--- src/rtl/uart_tx_if.sv ---
// Byte handshake between the switch/button mux and the serial transmitter.
interface uart_tx_if;
    logic       enable;
    logic [7:0] data_in;
    logic       ready;
    logic       done;

    modport master (output enable, output data_in, input ready, input done);
    modport slave  (input enable, input data_in, output ready, output done);
endinterface

--- src/rtl/uart_tx.sv ---
// Async serial transmitter: start bit, 8 data bits LSB first, optional even parity, stop bit(s).
module uart_tx #(
    parameter int unsigned CLKS_PER_BIT = 5208,
    parameter int unsigned PARITY_EN    = 0,
    parameter int unsigned STOP_BITS    = 1
) (
    input  logic     clk,
    input  logic     reset,
    uart_tx_if.slave bus,
    output logic     tx
);

    localparam int unsigned CNT_W = (CLKS_PER_BIT > 1) ? $clog2(CLKS_PER_BIT) : 1;
    localparam logic [CNT_W-1:0] CNT_MAX   = CNT_W'(CLKS_PER_BIT - 1);
    localparam logic [2:0]       STOP_LAST = 3'(STOP_BITS - 1);

    typedef enum logic [2:0] {IDLE, START, DATA, PARITY, STOP} state_t;

    state_t           state, state_n;
    logic [CNT_W-1:0] cnt, cnt_n;
    logic [2:0]       bit_idx, bit_n;
    logic [7:0]       shift, shift_n;
    logic             par, par_n;
    logic             tx_n;
    logic             ready_q, ready_n;
    logic             done_q, done_n;

    assign bus.ready = ready_q;
    assign bus.done  = done_q;

    // State and registered outputs; reset aborts any frame in progress.
    always_ff @(posedge clk) begin
        if (!reset) begin
            state   <= IDLE;
            cnt     <= '0;
            bit_idx <= '0;
            shift   <= '0;
            par     <= 1'b0;
            tx      <= 1'b1;
            ready_q <= 1'b1;
            done_q  <= 1'b0;
        end else begin
            state   <= state_n;
            cnt     <= cnt_n;
            bit_idx <= bit_n;
            shift   <= shift_n;
            par     <= par_n;
            tx      <= tx_n;
            ready_q <= ready_n;
            done_q  <= done_n;
        end
    end

    // Next-state logic; tx is computed one edge ahead so it changes on bit boundaries.
    always_comb begin
        state_n = state;
        cnt_n   = cnt;
        bit_n   = bit_idx;
        shift_n = shift;
        par_n   = par;
        tx_n    = tx;
        ready_n = ready_q;
        done_n  = 1'b0;

        if (state != IDLE) begin
            cnt_n = (cnt == CNT_MAX) ? '0 : cnt + CNT_W'(1);
        end

        case (state)
            IDLE: begin
                tx_n    = 1'b1;
                ready_n = 1'b1;
                if (bus.enable) begin
                    shift_n = bus.data_in;
                    par_n   = ^bus.data_in;
                    cnt_n   = '0;
                    ready_n = 1'b0;
                    tx_n    = 1'b0;
                    state_n = START;
                end
            end
            START: begin
                if (cnt == CNT_MAX) begin
                    bit_n   = '0;
                    tx_n    = shift[0];
                    state_n = DATA;
                end
            end
            DATA: begin
                if (cnt == CNT_MAX) begin
                    shift_n = {1'b0, shift[7:1]};
                    if (bit_idx == 3'd7) begin
                        bit_n = '0;
                        if (PARITY_EN != 0) begin
                            tx_n    = par;
                            state_n = PARITY;
                        end else begin
                            tx_n    = 1'b1;
                            state_n = STOP;
                        end
                    end else begin
                        bit_n = bit_idx + 3'd1;
                        tx_n  = shift[1];
                    end
                end
            end
            PARITY: begin
                if (cnt == CNT_MAX) begin
                    bit_n   = '0;
                    tx_n    = 1'b1;
                    state_n = STOP;
                end
            end
            STOP: begin
                if (cnt == CNT_MAX) begin
                    if (bit_idx == STOP_LAST) begin
                        bit_n   = '0;
                        ready_n = 1'b1;
                        done_n  = 1'b1;
                        state_n = IDLE;
                    end else begin
                        bit_n = bit_idx + 3'd1;
                    end
                end
            end
            default: begin
                state_n = IDLE;
            end
        endcase
    end

endmodule

--- src/flat_wrapper.sv ---
// flat-port wrapper written by rule: the top's interface ports become plain ports
module uart_tx_flat 
#(
    parameter int unsigned CLKS_PER_BIT = 5208,
    parameter int unsigned PARITY_EN    = 0,
    parameter int unsigned STOP_BITS    = 1
)
  (clk, reset, tx, bus_enable, bus_data_in, bus_ready, bus_done);
  uart_tx_if bus_i ();
  input  logic clk;
  input  logic reset;
  output logic tx;
  input wire logic [$bits(bus_i.enable)-1:0] bus_enable;
  input wire logic [$bits(bus_i.data_in)-1:0] bus_data_in;
  output wire logic [$bits(bus_i.ready)-1:0] bus_ready;
  output wire logic [$bits(bus_i.done)-1:0] bus_done;
  assign bus_i.enable = bus_enable;
  assign bus_i.data_in = bus_data_in;
  assign bus_ready = bus_i.ready;
  assign bus_done = bus_i.done;
  uart_tx #(.CLKS_PER_BIT(CLKS_PER_BIT), .PARITY_EN(PARITY_EN), .STOP_BITS(STOP_BITS)) u_core (.clk(clk), .reset(reset), .bus(bus_i), .tx(tx));
endmodule
--- config.mk ---
export PLATFORM = sky130hd
export DESIGN_NAME = uart_tx_flat
export DESIGN_NICKNAME = d
export VERILOG_FILES = /design/src/rtl/uart_tx_if.sv /design/src/rtl/uart_tx.sv /design/src/flat_wrapper.sv
export SDC_FILE = /design/constraint.sdc
export NUM_CORES = 1
export LEC_CHECK = 0
export BUFFER_PORTS_ARGS = -buffer_cell sky130_fd_sc_hd__buf_4
export CORE_MARGIN = 2
export CORE_UTILIZATION = 58
export CTS_CLUSTER_SIZE = 28
export DETAILED_ROUTE_END_ITERATION = 10
export PLACE_DENSITY = 0.82
export REMOVE_ABC_BUFFERS = 1
export SETUP_SLACK_MARGIN = 0.2
export SLEW_MARGIN = 20
export SYNTH_ARGS = -nofsm -noshare
export SYNTH_HDL_FRONTEND = slang
export SYNTH_SLANG_ARGS = --single-unit
--- constraint.sdc ---
create_clock -name clk -period 2.35 [get_ports clk]
set_input_delay 0.47 -clock clk [delete_from_list [all_inputs] [get_ports clk]]
set_output_delay 0.47 -clock clk [all_outputs]
set_load 0.02 [all_outputs]
Word level (Yosys, flattened, before mapping). Index checks and enable logic that the tools add are counted.

Add/subtract/negate cells: 2. Eq/ne operators: 14. Muxes and demuxes: 31. Reduce and logical (&&, ||, !) cells: 14.

Operators by type and width (number): 13-bit 2-to-1 mux (4); 3-bit 2-to-1 mux (12); 8-bit 2-to-1 mux (2); 8-bit case mux with 2 select lines (1); 3-bit case mux with 5 select lines (1); 2-bit by 1-bit != test with 1-bit output (second input constant) (7); 13-bit by 1-bit adder with 13-bit output (second input constant) (1); 13-bit == test (second input constant) (1); 3-bit case mux with 3 select lines (1); 3-bit AND reduction (3); 1-bit 2-to-1 mux (8); 4-bit AND reduction (2); 7-bit AND reduction (1); 3-bit by 2-bit == test with 1-bit output (second input constant) (2); 3-bit == test (second input constant) (2); 3-bit zero test (2); 3-bit nonzero test (2); 1-bit case mux with 4 select lines (1); 2-bit nonzero test (2); 4-bit nonzero test (1); 3-bit by 1-bit adder with 3-bit output (second input constant) (1); 3-bit by 1-bit == test with 1-bit output (second input constant) (1); 2-bit != test (second input constant) (1); 1-bit case mux with 2 select lines (1); 2-bit OR reduction (1).

Bits in registers: 30. Output and inout port bits: 3. Logic and storage cells: 68.

Depth between registers and ports, before layout.
Depth in word-level cells: 5. Gate-level depth with buffers: 6. Mapped depth without buffers: 6.

Worst setup path before layout. OpenSTA, ideal clock, no wires.

Kind: register -> register. Start point: register u_core.cnt[5]. End point: register u_core.state[1]. Library setup time: 0.070 ns. Data arrival time: 1.888 ns. Data required time: 2.280 ns. Slack: 0.392 ns. Stages on the path, launching flop included: 7. Clock period less this slack: 1.958 ns. Path through: dfxtp_1 -> buf_6 -> or4b_4 -> or3_1 -> buf_2 -> or3_1 -> a21oi_1.

Word-level cells in the longest chain between the ends: 3. Elaborated cells on any way between the ends: 6.

Ends and longest elaborated chain: from (decl) (RTL line uart_tx.sv:20) `logic [CNT_W-1:0] cnt, cnt_n;`; from (signal assigned) (RTL line uart_tx.sv:44) `cnt <= cnt_n;`; 13-bit == test (*); 2-bit by 1-bit != test with 1-bit output (no source line); 7-bit AND reduction (no source line) (*); to (signal assigned) (RTL line uart_tx.sv:43) `state <= state_n;`; to (decl) (RTL line uart_tx.sv:19) `state_t state, state_n;`.

Mark *: on every way between the ends. The rest lies on a longest branch, timed or not. A chain may end at the register's enable or synchronous reset.

Final worst setup path.
Start point: register u_core.cnt[5]. End point: register u_core.shift[4].

Word-level cells in the longest chain between the ends: 3.

Ends and longest elaborated chain: 13-bit == test (RTL line uart_tx.sv:90) `if (cnt == CNT_MAX) begin`; 2-bit by 1-bit != test with 1-bit output (no source line); 3-bit AND reduction (no source line); to (signal assigned) (RTL line uart_tx.sv:46) `shift <= shift_n;`; to (decl) (RTL line uart_tx.sv:22) `logic [7:0] shift, shift_n;`.

Every way passes these cells.

==> summary.md <==
| Metric | Value |
|---|---|
| Largest family of logic cells by synthesized area | simple AND/OR/NAND/NOR gates |
| CTS buffer count | 5 |
| Antenna Cells | 0 |
| Share of power burned in the clock network | 30.3% |
| Worst Min Path Start | bus_data_in[3] |
| Non-filler cells in the finished layout | 229 |
| Compound-cell area share of the yosys netlist | 23.7% |
| VDD IR-drop max | 590 uV |
| Layout cells sized above 1 | 16.7% |
| Leak Pwr | 0.000667 uW |
| Post-synthesis register bit count | 30 |
| Initial antenna violation count | 0 |
| Die H | 56.7 um |
| Min-delay worst type | input port to register |
| CTS Root Cell | clkbuf_4 |
| Worst setup SP type | register |
| Critical-path cell list | or4b_4, o41ai_4, nand3_1, o2bb2ai_1 |
| Via count | 1,456 |
| Max H-tree Level | 2 |
| XOR/XNOR share of the synthesized area | 1.09% |
| Reg2reg path depth | 4 |
| DIE WIDTH | 56.7 um |
| Clock skew | 0.00519 ns |
| Post-synth EDFFs | 0 |
| # DRC | 0 |
| First-pass GRT wire length | 6130 um |
| Nets | 213 |
| Setup CP Type | register to register |
| # clock sinks | 30 |
| Place WS | 0.213 ns |
| Main flop type after synthesis | dfxtp_1 |
| Status | complete, no violations |
| # IOs | 14 |
| Crit-path leading delay family | simple AND/OR/NAND/NOR gates |
| PortBufs | 13 |
| Most frequent cells in the layout | dfxtp_1, buf_4, nand2_1 |
| Max layer used | met4 |
| CP endpoint kind | register |
| Final period utilization | 85.9% |
| M1 WL | 1780 um |
| Final slew viol count | 0 |
| Synth Area in Simple Gates | 24.7% |
| Yosys warnings | 0 |
| Met2 WL | 1650 um |
| Net switching power | 246 uW |
| Gr usage total | 24.9% |
| Largest net degree at the start of global routing | 17 |
| Cell Area, Synth | 1610 um2 |
| P_int | 678 uW |
| Seq/Total Area, Yosys | 37.2% |
| Crit-path max FO | 9 |
| Worst EP required | 2.61 ns |
| Final Setup Violations | 0 |
| End of the worst hold path | u_core.shift[3] |
| # rows | 19 |
| PD cells | 510 nW/um2 |
| CTS Buffer Depth | 2 |
| Most common cell after layout, fill and taps aside | dfxtp_1 |
| WP buf/inv | 0 |
| Internal reg-to-reg setup slack | 0.33 ns |
| # hold bufs at CTS | 0 |
| DR vias/cell | 6.36 |
| Worst Hold Slack | 0.409 ns |
| Aggregate global routing overflow | 0 |
| WL/cell | 16.0 um |
| Worst setup margin | 0.331 ns |
| Layout area overhead | 12.3% |
| Multiplexer area fraction after synthesis | 6.21% |
| Cells after Synth | 184 |
| Peak Freq | 495 MHz |
| DRT iter0 DRCs | 65 |
| Slew @ Worst Pin | 0.560 ns |
| Final Wtd Congestion | 0.888 |
| Setup TNS | 0 ns |
| Sw Ratio | 26.6% |
| Core box area | 2690 um2 |
| FILL cells | 215 |
| Worst EP arrival | 2.28 ns |
| Combinational share of power | 11.1% |
| FF-to-FF End | u_core.shift[4] |
| Worst r2r src | u_core.cnt[5] |
| Hold path cells | 3 |
| Slew headroom | 62.7% |
| Initial Util | 60.0% |
| Number of global-route vias before repair | 1,306 |
| RSZ-0062 raised after global routing | no |
| Drt pass-1 iters | 4 |
| Crit-path slowest cell | or4b_4 |
| Clk Latency, worst-skew pair | 0.33 ns |
| Asr flop ratio synth | 0% |
| Synth cell types | 49 |
| Crit-path max cell delay | 0.62 ns |
| Routed WL | 3670 um |
| Placed Instances | 221 |
| Syn Area/Cell | 8.77 um2 |
| Die area | 3220 um2 |
| Routed length on met3 | 169 um |
| Sequential share of power | 58.6% |
| DP Wirelength | 2640 um |
| Final Util | 67.4% |
| Post-DRT Antenna Nets | 0 |
| Clock transition at path regs | 0.09 ns |
| Post-Synth Adder-Cell Area | 3.10% |
| Fin. Hold Viols | 0 |
| Max Cap Viol | 0 |
| Crit path time final | 2.02 ns |
| CTS tree | yes |
[layout make-up]
| class | instances | area, um2 | share of cell area [%] |
|---|---|---|---|
| clock buffer | 5 | 37.5 | 2.07 |
| clock inverter | 2 | 10.0 | 0.553 |
| inverter | 5 | 18.8 | 1.04 |
| multi-input combinational | 139 | 977 | 54.0 |
| sequential | 30 | 601 | 33.2 |
| tap | 31 | 38.8 | 2.14 |
| timing repair buffer | 17 | 128 | 7.05 |
[worst min-delay path, delay by kind of cell]
family / cells / cell delay, ns
AOI/OAI and AO/OA: 1 / 0.12
muxes: 1 / 0.05
buffers and inverters: 1 / 0.08
[worst max path at each step]
stage                              to            start  depth (start not counted)  slack (ns)
floorplan           u_core.bit_idx[1]  u_core.state[1]                          4        0.42
global placement    u_core.bit_idx[1]  u_core.state[0]                          4        0.32
detailed placement  u_core.bit_idx[0]  u_core.state[0]                          4        0.21
CTS                   u_core.shift[4]    u_core.cnt[5]                          4        0.25
global route          u_core.shift[4]    u_core.cnt[9]                          4        0.19
finish                u_core.shift[4]    u_core.cnt[5]                          4        0.33
[sequential cells by signal, summed over array words and instances, names as in the netlist]
name              cells
u_core.bus.ready      1
u_core.bit_idx        3
u_core.shift          8
u_core.cnt           13
u_core.bus.done       1
u_core.state          3
u_core.tx             1
[synth_stat cells (all sizes together), types with 4 or more instances]
master,instances,area (um2)
o2bb2ai,7,61.3
dfxtp,30,601
mux2i,10,100
clkbuf,8,30.0
a31oi,11,68.8
nand2,16,60.1
a21oi,7,35.0
ha,4,50.1
inv,4,15.0
nor2b,4,25.0
nand3,9,45.0
or3,4,25.0
nor2,10,37.5
nand2b,4,25.0
o21ai,7,35.0
[through the flow]
| stage | power [uW] | area (um2) |
|---|---|---|
| after floorplan | 609 | 1570 |
| after global placement | 646 | 1730 |
| after detailed placement | 651 | 1730 |
| after CTS | 929 | 1790 |
| after global routing | 968 | 1810 |
| final | 924 | 1810 |
[layer usage]
| layer | vias up | GRT usage (%) |
|---|---|---|
| met5 | - | 0 |
| met4 | 0 | 11.6 |
| met3 | 8 | 9.22 |
| met2 | 33 | 37.2 |
| met1 | 683 | 31.8 |
| li1 | 732 | - |
[power by group through the flow]
stage	Sequential, uW	Clock, uW	Combinational [uW]
finish	541	280	102
global route	544	313	112
CTS	541	289	99.8
detailed placement	553	0	98.7
global placement	552	0	94.3
floorplan	552	0	57.0
[cells by family (layout without fill, tap and decap cells)]
logic type	after synthesis	count (layout)
compound gates	52	52
xor+xnor	2	2
fa+ha+maj	4	4
buf+inv	15	29
flops	30	30
mux	10	10
simple gates	71	71
[what timing repair did]
| item | in CTS | in global routing |
|---|---|---|
| buffers inserted | 0 | 1 |
| gates resized for setup | 1 | 3 |
| pin swaps | 0 | 1 |
| setup endpoints to repair | 2 | 11 |
Power figures use the tool's default switching activity.
